## config.mk

```make
export PLATFORM = sky130hd
export DESIGN_NAME = bcd_deci_dec_flat
export DESIGN_NICKNAME = d
export VERILOG_FILES = /design/src/rtl/bcd_deci_dec_if.sv /design/src/rtl/bcd_deci_dec.sv /design/src/flat_wrapper.sv
export SDC_FILE = /design/constraint.sdc
export NUM_CORES = 1
export LEC_CHECK = 0
export CORE_MARGIN = 1.5
export CORE_UTILIZATION = 53
export CTS_BUF_LIST = sky130_fd_sc_hd__clkbuf_4 sky130_fd_sc_hd__clkbuf_8
export CTS_CLUSTER_DIAMETER = 100
export DETAILED_ROUTE_END_ITERATION = 10
export GPL_TIMING_DRIVEN = 0
export PLACE_DENSITY = 0.85
export SYNTH_ARGS = -nofsm -noshare
export SYNTH_HDL_FRONTEND = slang
export SYNTH_SLANG_ARGS = --single-unit
```

## constraint.sdc

```tcl
create_clock -name clk -period 2.2 [get_ports clk]
set_clock_uncertainty 0.1 [all_clocks]
set_input_delay 0.44 -clock clk [delete_from_list [all_inputs] [get_ports clk]]
set_output_delay 0.44 -clock clk [all_outputs]
set_load 0.005 [all_outputs]
```

## src/rtl/bcd_deci_dec_if.sv

```systemverilog
// Handshake bundle for bcd_deci_dec.
//   in_valid / in_ready / bcd      : digit input stream
//   out_valid / out_ready / d / err : decoded one-hot output stream
// slave  : the decoder side
// master : the producer/consumer side (testbench or surrounding logic)
interface bcd_deci_dec_if;
  logic       in_valid;
  logic       in_ready;
  logic [3:0] bcd;
  logic       out_valid;
  logic       out_ready;
  logic [9:0] d;
  logic       err;

  modport slave (
    input  in_valid, bcd, out_ready,
    output in_ready, out_valid, d, err
  );

  modport master (
    output in_valid, bcd, out_ready,
    input  in_ready, out_valid, d, err
  );
endinterface

```

## src/rtl/bcd_deci_dec.sv

```systemverilog
// Sequential BCD-to-decimal decoder with a 2-entry output buffer.
// Ports:
//   clk      : rising-edge clock
//   rst_n    : asynchronous active-low reset
//   bus      : bcd_deci_dec_if.slave (digit in, one-hot decimal out)
//   clr_cnt  : synchronous clear of err_cnt, wins over an increment
//   err_cnt  : saturating count of accepted invalid codes (10-15)
//
// state | meaning
// EMPTY | no buffered entry, outputs forced to zero
// ONE   | head entry in ent0
// FULL  | head in ent0, second entry in ent1, input stalled
module bcd_deci_dec #(
  parameter int CNT_W = 8
) (
  input  logic             clk,
  input  logic             rst_n,
  bcd_deci_dec_if.slave    bus,
  input  logic             clr_cnt,
  output logic [CNT_W-1:0] err_cnt
);

  typedef enum logic [1:0] {
    EMPTY = 2'd0,
    ONE   = 2'd1,
    FULL  = 2'd2
  } state_t;

  localparam logic [CNT_W-1:0] CNT_MAX = '1;

  state_t      state, state_nxt;
  logic [10:0] ent0, ent1;   // {d, err}
  logic [10:0] dec;
  logic        bad;
  logic        accept, deliver;

  // in_ready comes from registered state only, so a deliver in FULL
  // never opens the input in the same cycle.
  assign bus.in_ready  = (state != FULL);
  assign bus.out_valid = (state != EMPTY);
  assign accept        = bus.in_valid && bus.in_ready;
  assign deliver       = bus.out_valid && bus.out_ready;
  assign {bus.d, bus.err} = (state == EMPTY) ? 11'd0 : ent0;

  always_comb begin
    bad = (bus.bcd > 4'd9);
    dec = 11'd0;
    if (bad) dec = {10'd0, 1'b1};
    else     dec = {10'(1) << bus.bcd, 1'b0};
  end

  always_ff @(posedge clk or negedge rst_n) begin
    if (!rst_n) state <= EMPTY;
    else        state <= state_nxt;
  end

  always_comb begin
    state_nxt = state;
    case (state)
      EMPTY: if (accept) state_nxt = ONE;
      ONE: begin
        if (accept && !deliver)      state_nxt = FULL;
        else if (deliver && !accept) state_nxt = EMPTY;
      end
      FULL:    if (deliver) state_nxt = ONE;
      default: state_nxt = EMPTY;
    endcase
  end

  // ent0 is always the head; a deliver out of FULL shifts ent1 forward.
  always_ff @(posedge clk or negedge rst_n) begin
    if (!rst_n) begin
      ent0 <= 11'd0;
      ent1 <= 11'd0;
    end else begin
      case (state)
        EMPTY: if (accept) ent0 <= dec;
        ONE: begin
          if (accept && deliver) ent0 <= dec;
          else if (accept)       ent1 <= dec;
        end
        FULL: if (deliver) ent0 <= ent1;
        default: ;
      endcase
    end
  end

  always_ff @(posedge clk or negedge rst_n) begin
    if (!rst_n)
      err_cnt <= '0;
    else if (clr_cnt)
      err_cnt <= '0;
    else if (accept && bad && (err_cnt != CNT_MAX))
      err_cnt <= err_cnt + CNT_W'(1);
  end

endmodule
```

## src/flat_wrapper.sv

```systemverilog
// flat-port wrapper written by rule: the top's interface ports become plain ports
module bcd_deci_dec_flat 
#(
  parameter int CNT_W = 8
)
  (clk, rst_n, clr_cnt, err_cnt, bus_in_valid, bus_bcd, bus_out_ready, bus_in_ready, bus_out_valid, bus_d, bus_err);
  bcd_deci_dec_if bus_i ();
  input  logic clk;
  input  logic rst_n;
  input  logic clr_cnt;
  output logic [CNT_W-1:0] err_cnt;
  input wire logic [$bits(bus_i.in_valid)-1:0] bus_in_valid;
  input wire logic [$bits(bus_i.bcd)-1:0] bus_bcd;
  input wire logic [$bits(bus_i.out_ready)-1:0] bus_out_ready;
  output wire logic [$bits(bus_i.in_ready)-1:0] bus_in_ready;
  output wire logic [$bits(bus_i.out_valid)-1:0] bus_out_valid;
  output wire logic [$bits(bus_i.d)-1:0] bus_d;
  output wire logic [$bits(bus_i.err)-1:0] bus_err;
  assign bus_i.in_valid = bus_in_valid;
  assign bus_i.bcd = bus_bcd;
  assign bus_i.out_ready = bus_out_ready;
  assign bus_in_ready = bus_i.in_ready;
  assign bus_out_valid = bus_i.out_valid;
  assign bus_d = bus_i.d;
  assign bus_err = bus_i.err;
  bcd_deci_dec #(.CNT_W(CNT_W)) u_core (.clk(clk), .rst_n(rst_n), .bus(bus_i), .clr_cnt(clr_cnt), .err_cnt(err_cnt));
endmodule
```

### After elaboration in Yosys (flattened, before gate mapping)

Index checks and enable logic that the tools add are counted.

* $add $sub $neg: 1
* magnitude comparators: 1
* equal/unequal tests: 8
* shift operators: 1
* mux-type cells: 13
* bitwise operators: 1
* reduce and logical (&&, ||, !) cells: 16

Operators with widths (count)
* $mux 11: 5
* $pmux 11 s3: 1
* $mux 8: 2
* $shl 1x4->10 const A: 1
* $add 8x1->8 const B: 1
* $mux 2: 4
* $ne 8x8->1 const B: 1
* $logic_and 1x1->1: 7
* $ne 2x1->1 const B: 3
* $pmux 2 s3: 1
* $reduce_and 3->1: 2
* $gt 4x4->1 const B: 1
* $reduce_and 4->1: 1
* $reduce_bool 2->1: 2
* $ne 3x1->1 const B: 1
* $reduce_bool 3->1: 1
* $eq 2x1->1 const B: 1
* $eq 2x2->1 const B: 1
* $logic_not 1->1: 2
* $logic_not 2->1: 1
* $ne 2x2->1 const B: 1
* $not 1->1: 1

* bits in registers: 32
* output and inout port bits: 21

### Logic depth before layout (Yosys ltp)

Gate-level depths: netlist of run 1.

* word-level depth: 7
* mapped depth: 6
* gate-level depth less buffers: 5

### Worst setup path before layout of run 1

No wires, ideal clock.

* path type: register -> register
* start point: reg u_core.err_cnt[0]
* end point: reg u_core.err_cnt[5]
* library setup time: 0.078 ns
* data arrival time: 1.528 ns
* required time: 2.022 ns
* slack: 0.494 ns
* stages on the path, launching flop included: 7
* buffers on the path: 1
* period minus slack after synthesis: 1.706 ns
* cells stage by stage: dfrtp_1 ha_1 nand3_1 o2111ai_4 buf_6 or3_1 a21oi_1

* word-level cells in the longest chain between the ends: 3
* elaborated cells between the ends (all ways): 6
* those cells by class: add/sub (1); eq/ne (1); mux (2); reduce/logical (2)

Ends and longest elaborated chain
* from (decl): line bcd_deci_dec.sv:20 `output logic [CNT_W-1:0] err_cnt`
* from (signal assigned): line bcd_deci_dec.sv:94 `err_cnt <= err_cnt + CNT_W'(1);`
* $add 8x1->8 or $ne 8x8->1 (tied branches): line bcd_deci_dec.sv:94, bcd_deci_dec.sv:93
* $mux 8 or $logic_and 1x1->1 (tied branches): line bcd_deci_dec.sv:93 `else if (accept && bad && (err_cnt != CNT_MAX))`
* $mux 8 or $reduce_bool 2->1 (tied branches)

Several ways; a longest one is shown, not always the timed one. The select of a mux whose other input is x is not followed.
A chain may end at the register's enable or synchronous reset.

### Final worst setup path of run 1

* start point: reg u_core.state[1]
* end point: out bus_in_ready

* word-level cells in the longest chain between the ends: 1

Ends and longest elaborated chain
* from (decl): line bcd_deci_dec.sv:31 `state_t state, state_nxt;`
* from (signal assigned): line bcd_deci_dec.sv:54 `else state <= state_nxt;`
* $ne 2x2->1: line bcd_deci_dec.sv:39 `assign bus.in_ready = (state != FULL);`
* to (decl): line flat_wrapper.sv:15 `output wire logic [$bits(bus_i.in_ready)-1:0] bus_in_ready;`

Every way passes these cells.

==> results of run 1 <==
[per-stage QoR]
stage | cell area, um2 | power, mW | utilization
floorplan | 1600 | 0.914 | -
global placement | 1920 | 1.09 | 0.684
detailed placement | 1920 | 1.11 | 0.684
CTS | 2000 | 1.44 | 0.713
global route | 2030 | 1.51 | 0.725
finish | 2030 | 1.43 | 0.725
[power by group]
group          internal (mW)  leakage [nW]  switching (mW)
clock                  0.130        0.0315           0.187
combinational          0.205         0.478           0.189
sequential             0.671         0.419          0.0528
[state kept, by name, summed over array words and instances (netlist names)]
name,cells
u_core.ent0,11
u_core.ent1,11
u_core.state,2
u_core.err_cnt,8
[what timing repair did]
action	4_1_cts	5_1_grt
gates resized for setup	9	10
gates cloned	0	0
setup endpoints to repair	11	11
setup buffers	1	2
pin swaps	0	0
[layout by cell type (no fill, tap or decap), types with 2 or more instances in the layout]
cell type	netlist	final
nand2_1	32	32
dfrtp_1	32	30
clkdlybuf4s50_1	0	18
nor2b_1	16	16
o21ai_0	15	15
nor2_1	16	15
nand3_1	14	14
a31oi_1	10	10
dlymetal6s2s_1	0	9
a21oi_1	8	8
clkbuf_4	0	6
or3_1	4	4
clkbuf_1	6	4
buf_4	0	3
inv_1	2	2
nand4_1	2	2
o31ai_1	2	2
or4_1	2	2
buf_1	2	2
mux2i_1	2	2
mux2_2	2	2
buf_2	1	2
dfrtp_2	0	2
[logic make-up (layout without fill, tap and decap cells)]
logic type | count (synthesis) | in the layout | synth area share
adder cells (fa/ha/maj) | 1 | 1 | 0.00782
AO/OA/AOI/OAI | 39 | 39 | 0.152
AND/OR/NAND/NOR | 90 | 90 | 0.272
buffers and inverters | 13 | 50 | 0.0360
XOR/XNOR | 1 | 1 | 0.00547
flip-flops | 32 | 32 | 0.500
multiplexers | 4 | 4 | 0.0266
[cell type report]
class | instances | area [um2]
multi-input combinational | 135 | 754
sequential | 32 | 803
timing repair buffer | 31 | 320
tap | 31 | 38.8
fill | 210 | 771
clock inverter | 1 | 5.00
buffer | 9 | 53.8
clock buffer | 6 | 45.0
inverter | 3 | 13.8
[layer usage]
layer,vias to the layer above,share of wire,global-route usage
li1,700,-,-
met1,706,0.43,0.286
met2,50,0.50,0.390
met3,6,0.064,0.0625
met4,0,0.014,0.0997
met5,-,0,0
[worst paths after layout]
path	start	endpoint	slack (ns)	cells after the start
min reg2reg	u_core.ent1[2]	u_core.ent1[2]	0.39	2
max reg2reg	u_core.err_cnt[0]	u_core.err_cnt[5]	0.33	6
min in group clk	clr_cnt	u_core.err_cnt[0]	0.36	2
max	u_core.state[1]	bus_in_ready	0.05	3
max in group asynchronous	rst_n	u_core.state[1]	1.46	1
min	rst_n	u_core.ent0[0]	0.05	1
[worst max-delay path, cell delays in order, from the launching register on]
cell and delay, ns:
dfrtp_2 0.46, nor2b_4 0.17, inv_4 0.13, clkdlybuf4s50_1 0.52
==> metrics.txt, run 1 <==
Leak 0.929 nW; CTS Hold Bufs 0; post-synth top area cell dfrtp_1; die area 3360 um2; vias post-DR 1462; Worst-path clk slew 0.09 ns; count of cell types in the netlist 30; largest net degree at the start of global routing 33; required time of the critical path 1.66 ns; Arr. time, crit path 1.61 ns; vias in the first global route 1365; die width 58.0 um; Worst setup EP type output port; Sum Neg Setup Slack 0 ns; asr flop ratio synth 1.00; top post-synthesis cells by count dfrtp_1 (32), nand2_1 (32), nor2_1 (16), nor2b_1 (16), o21ai_0 (15); number of core rows 19; YS warnings 0; worst slack, placed -0.123 ns; Top FF cell, synth dfrtp_1; total wire length 3560 um; WL/cell 14.4 um; HP Class input port to async pin; worst skew pair latency 0.33 ns; syn avg cell area 8.89 um2; CTS tree yes; drt drc 0; total track usage 0.233; placed insts 239; worst vdd ir 443 uV; antenna violations before repair 0; GRT Residual Overflow 0; # diodes 0; top cell type's share of synthesized area 0.500; Area Overhead vs Synth 27.1%; Max Freq 466 MHz; share of layout cells above drive strength 1 0.106; Yosys reg bits 32; Final #Nets 227; top post-synthesis cells by area dfrtp_1 (50%), nand2_1 (7.5%), nor2b_1 (6.3%); final setup fails 0; Worst-Margin Slew 0.698 ns; gate count after technology mapping 180; max cap viols 0; max_slew headroom 0.535; Post-synth EDFFs 0; HPWL after DPL 2490 um; Hold Fails Final Rpt 0; total core area 2810 um2; input/output buffers 28; synthesized cell area 1600 um2; Max Buffers Root-to-Sink 2; final setup margin 0.0526 ns; vias per inst 5.90; clk sinks 32; Initial Util 0.570; first-pass iteration count of the detailed router 6; first-pass GRT wire length 5930 um; status finished clean; die height 58.0 um; CTS Root Cell clkbuf_4; Final GP Congestion 0.880; H-tree levels 2; I/O Pins 30; TritonCTS Buffers 5; Finished Layout Cells 248; Max FO, Critical Path 12; final hold slack 0.0457 ns; final worst path period share 0.976; Max Slew Vio Count 0; antenna viol nets, final 0; Seq/Total Area, Yosys 0.500; Net Count, Synth 190; Worst setup SP type flop; number of DRC markers in iteration 0 92; min Tclk post-route 2.15 ns; CP Class flop to output port; pwr/cell area 705 nW/um2
Note: power is estimated with default switching activity, not from simulation.
==> run 2, diff against run 1 <==
==> constraint.sdc (replaced) <==
create_clock -name clk -period 2.2 [get_ports clk]
set_clock_uncertainty 0.1 [all_clocks]
set_input_delay 0.33 -clock clk [delete_from_list [all_inputs] [get_ports clk]]
set_output_delay 0.33 -clock clk [all_outputs]
set_load 0.005 [all_outputs]
==> run 2 against run 1 <==
  * Wire length decreased by 3.4%
  * Clock power about the same
  * Utilization decreased by 1.9 points
  * Global-route usage decreased by 0.43 points
  * Register-to-register slack about the same
  * Non-clock buffer count decreased by 2
  * Via count decreased by 1.8%
  * Flip-flop and latch count unchanged
  * First-iteration DRC count decreased by 29%
  * Worst hold slack improved by 0.20 ns
  * Design area decreased by 2.6%
==> metrics.txt, run 2 (synthesized netlist as in run 1, its figures left out) <==
H-tree levels 2 (unchanged); I/O Pins 30 (unchanged); share of layout cells above drive strength 1 0.0930 (-0.0130); Psw 416 uW (-2.9%); total wire length 3440 um (-3.4%); Internal 998 uW (-0.74%); final hold slack 0.249 ns (+0.203 ns); Max FO, Critical Path 12 (unchanged); status finished clean; combinational power share 0.267 (-0.007); antenna violations before repair 0 (unchanged); commonest cells after routing, fill and taps aside nand2_1 (32), dfrtp_1 (30), clkdlybuf4s50_1 (27); GRT Residual Overflow 0 (unchanged); HP Class input port to flop; Largest regs u_core.ent0 (11), u_core.ent1 (11), u_core.err_cnt (8); crit path buf inv count 2 (unchanged); worst skew pair latency 0.33 ns (about the same); # diodes 0 (unchanged); Tot Pwr 1.41 mW (-1.4%); Max Buffers Root-to-Sink 2 (unchanged); Arr. time, crit path 1.67 ns (+0.06 ns); WL/cell 14.0 um (-2.6%); input/output buffers 28 (unchanged); number of DRC markers in iteration 0 65 (-29%); required time of the critical path 1.77 ns (+0.11 ns); Max Freq 475 MHz (+2.1%); most common cell after layout, fill and taps aside nand2_1; TritonCTS Buffers 5 (unchanged); Area Overhead vs Synth 23.8%; CTS tree yes; Worst-path clk slew 0.09 ns (about the same); sequential cell area 803 um2 (unchanged); CTS Root Cell clkbuf_4; Worst setup EP type output port; Setup Buffers After CTS 0 (-1); vias in the first global route 1341 (-1.8%); Worst-Margin Slew 0.695 ns (-0.00241 ns); Leak 0.779 nW (-16%); critical path, cell by cell nor2b_2 > inv_4 > clkdlybuf4s50_1; Worst path top cell family by delay buffers and inverters; first-pass iteration count of the detailed router 6 (unchanged); clk sinks 32 (unchanged); Clock power frac 0.223 (+0.002); Max Slew Vio Count 0 (unchanged); max cap viols 0 (unchanged); worst vdd ir 444 uV (+0.22%); Multi-input gate area 744 um2 (-1.3%); CP max stage delay 0.47 ns (-0.05 ns); Reg power frac 0.510 (+0.006); max_slew headroom 0.536 (+0.00161); # fillers 224 (+6.7%); Final #Nets 225 (-0.88%); largest net degree at the start of global routing 33 (unchanged); total track usage 0.229 (-0.00428); drt drc 0 (unchanged); number of core rows 19 (unchanged); CP Class flop to output port; Hold Fails Final Rpt 0 (unchanged); min Tclk post-route 2.10 ns (-0.0439 ns); die height 58.0 um (unchanged); first-pass GRT wire length 5800 um (-2.1%); Worst setup SP type flop; antenna viol nets, final 0 (unchanged); die width 58.0 um (unchanged); total core area 2810 um2 (unchanged); Initial Util 0.570 (unchanged); final worst path period share 0.956 (-0.0199); RSZ-0062 raised after global routing no; HPWL after DPL 2490 um (unchanged); Final GP Congestion 0.880 (unchanged); slowest library cell on the worst path clkdlybuf4s50_1; final setup fails 0 (unchanged); die area 3360 um2 (unchanged); sw frac 0.294 (-0.00469); vias post-DR 1436 (-1.8%); pwr/cell area 713 nW/um2 (+1.2%); vias per inst 5.84 (-0.98%)
==> run 2: cell count changes in the layout (fill, tap and decap cells not counted) <==
cell / delta
dlymetal6s2s_1: -9
nor2_4: -1
buf_4: -2
nor2b_2: +1
dlygate4sd3_1: +1
nor2b_4: -1
nor2_2: +1
clkdlybuf4s50_1: +9
buf_8: -1
==> run 2: layer usage <==
layer  vias up  global-route usage  routed length [um]
met5         -                   0                   0
met4         0              0.0930                  51
met3         5              0.0625                 225
met2        52               0.386                1720
met1       682               0.279                1450
li1        697                   -                   -
==> run 2: layout make-up <==
cell class	instances	share of cell area
flip-flops and latches	32	0.405
repair buffers	29	0.144
multi-input cells	135	0.376
clock inverters	1	0.00253
plain buffers	9	0.0234
well taps	31	0.0196
clock buffers	6	0.0227
inverters	3	0.00694
==> run 2: timing repair <==
action,in CTS,in global routing
gates resized for setup,3,4
hold endpoints to repair,0,32
hold buffers,0,1
setup endpoints to repair,11,11
==> run 2: worst paths after layout <==
path | startpoint | to | slack [ns] | cells past startpoint
min reg2reg | u_core.ent1[4] | u_core.ent1[4] | 0.39 | 2
max in group asynchronous | rst_n | u_core.state[0] | 1.04 | 2
min | clr_cnt | u_core.err_cnt[0] | 0.25 | 2
max reg2reg | u_core.err_cnt[0] | u_core.err_cnt[5] | 0.33 | 6
max | u_core.state[0] | bus_in_ready | 0.1 | 3
min in group asynchronous | rst_n | u_core.ent1[8] | 0.48 | 2
==> run 2: worst reg2reg max path: stages, from the launching register on <==
cell and delay (ns):
dfrtp_1 0.43, ha_1 0.27, nand3_1 0.15, o2111ai_4 0.15, buf_6 0.18, or3_1 0.34, a21oi_1 0.18
==> run 2: power groups by stage <==
stage	Combinational, mW	Clock [mW]	Sequential (mW)
3_3_place_gp	0.362	0	0.724
5_1_grt	0.415	0.351	0.729
4_1_cts	0.378	0.322	0.719
2_1_floorplan	0.198	0	0.716
3_5_place_dp	0.375	0	0.730
6_report	0.378	0.315	0.721
==> run 2: per-stage QoR <==
| stage | setup slack, ns | TNS, ns | cells | area [um2] | utilization |
|---|---|---|---|---|---|
| after floorplan | 0.494 | 0 | 180 | 1600 | - |
| after global placement | 0.0644 | 0 | 239 | 1920 | 0.684 |
| after CTS | 0.00847 | 0 | 245 | 1970 | 0.703 |
| after global routing | 0.00786 | 0 | 246 | 1980 | 0.707 |
| after detailed placement | -0.0127 | -0.0178 | 239 | 1920 | 0.684 |
| final | 0.0964 | 0 | 246 | 1980 | 0.707 |
==> variant (settings of run 2) <==
`CNT_W` is set to 8 in 2 places; all go to 6.
--- a/src/rtl/bcd_deci_dec.sv
+++ b/src/rtl/bcd_deci_dec.sv
@@ -13,3 +13,3 @@
 module bcd_deci_dec #(
-  parameter int CNT_W = 8
+  parameter int CNT_W = 6
 ) (
--- a/src/flat_wrapper.sv
+++ b/src/flat_wrapper.sv
@@ -3,3 +3,3 @@
 #(
-  parameter int CNT_W = 8
+  parameter int CNT_W = 6
 )
Interface: changed (resized err_cnt); port bits go from 30 to 28. No check against the original RTL was run, so the function may have changed too.
==> variant against run 2 <==
Register-to-register slack improved by 0.14 ns; routed wire length decreased by 5.9%; sequential share of layout area decreased by 1.4 points; critical path depth increased by 1; sequential cell count decreased by 2; first-iteration DRC count decreased by 55%; worst setup slack improved by 0.044 ns; cell count decreased by 3.3%; design area decreased by 2.9%; sequential power decreased by 1%; combinational power increased by 17%; synthesized area decreased by 4.9%; power increased by 14%; critical endpoint is now bus_d[1].
==> variant: results <==
export IMPL_max_freq_mhz=486
export IMPL_synthMuxAreaShare_pct=2.80
export IMPL_ff2ff_setup_slack_ns=0.47
export IMPL_ys_ff_latch=30
export IMPL_num_fill_cells=219
export IMPL_synth_compound_area_share_pct=13.7
export IMPL_crit_slowest_cell="dfrtp_2"
export IMPL_grt_use_total_pct=22.6
export IMPL_met1_usage_pct=27.2
export IMPL_n_clock_buffer=7
export IMPL_met3_usage_pct=7.83
export IMPL_wl_per_cell_um=13.6
export IMPL_hp_start="u_core.ent0[4]"
export IMPL_met3_wirelength_um=182
export IMPL_buffer_area_share_pct=15.9
export IMPL_startpoint="u_core.state[1]"
export IMPL_ir_drop_v=0.000693
export IMPL_drive_above_1_share_pct=9.18
export IMPL_globalplace_congestion=0.816
export IMPL_outcome="completed"
export IMPL_path_max_fanout=10
export IMPL_inverters=5
export IMPL_cts_resized=2
export IMPL_yosys_top_cells_area="dfrtp_1, nand2_1, nor2b_1, nand3_1, o21ai_1"
export IMPL_wl_met1_um=1370
export IMPL_worstHoldEndpoint="u_core.ent0[4]"
export IMPL_hold_path_class="register to register"
export IMPL_drt_iter0_markers=29
export IMPL_r2r_end="u_core.err_cnt[4]"
export IMPL_rr_worst_depth=5
export IMPL_synth_common_cells="nand2_1, dfrtp_1, nor2_1"
export IMPL_power_leakage_nw=0.782
export IMPL_whs_path_depth=1
export IMPL_seq_share_pct=39.1
export IMPL_final_clk_cell_share_pct=4.29
export IMPL_wl_met2_um=1640
export IMPL_grt_pass1_vias=1272
export IMPL_num_multi_input_gates=129
export IMPL_grt_util_met2_pct=38.5
export IMPL_pg_seq_mw=0.711
export IMPL_reg_largest_list="u_core.ent0 (11), u_core.ent1 (11), u_core.err_cnt (6)"
export IMPL_syn_nets=182
export IMPL_avgViaCountPerCell=5.67
export IMPL_multiInputGateArea_um2=722
[variant: changes by cell type after synthesis, moves of 2 or more]
cell     change
inv_1        +2
or3_1        -2
mux2_1       +2
o31ai_1      -2
a21oi_1      -5
o21ai_1     +13
mux2_2       -2
dfrtp_1      -2
o21ai_0     -13
or4_1        -2
[variant: through the flow]
| step | power [mW] | utilization, % | area [µm²] | std cells | hold WS [ns] |
|---|---|---|---|---|---|
| 6_report | 1.61 | 70.4 | 1920 | 238 | 0.404 |
| 5_1_grt | 1.70 | 70.4 | 1920 | 238 | 0.424 |
| 4_1_cts | 1.61 | 70.0 | 1910 | 237 | 0.402 |
| 3_5_place_dp | 1.16 | 67.0 | 1830 | 230 | 0.378 |
| 3_3_place_gp | 1.14 | 67.0 | 1830 | 230 | 0.362 |
| 2_1_floorplan | 0.940 | - | 1520 | 172 | -0.0656 |
[variant: worst max-delay path, delay by kind of cell (launching register included)]
family	cells	cell delay, ns
buf+inv	2	0.61
simple gates	2	0.23
flops	1	0.46
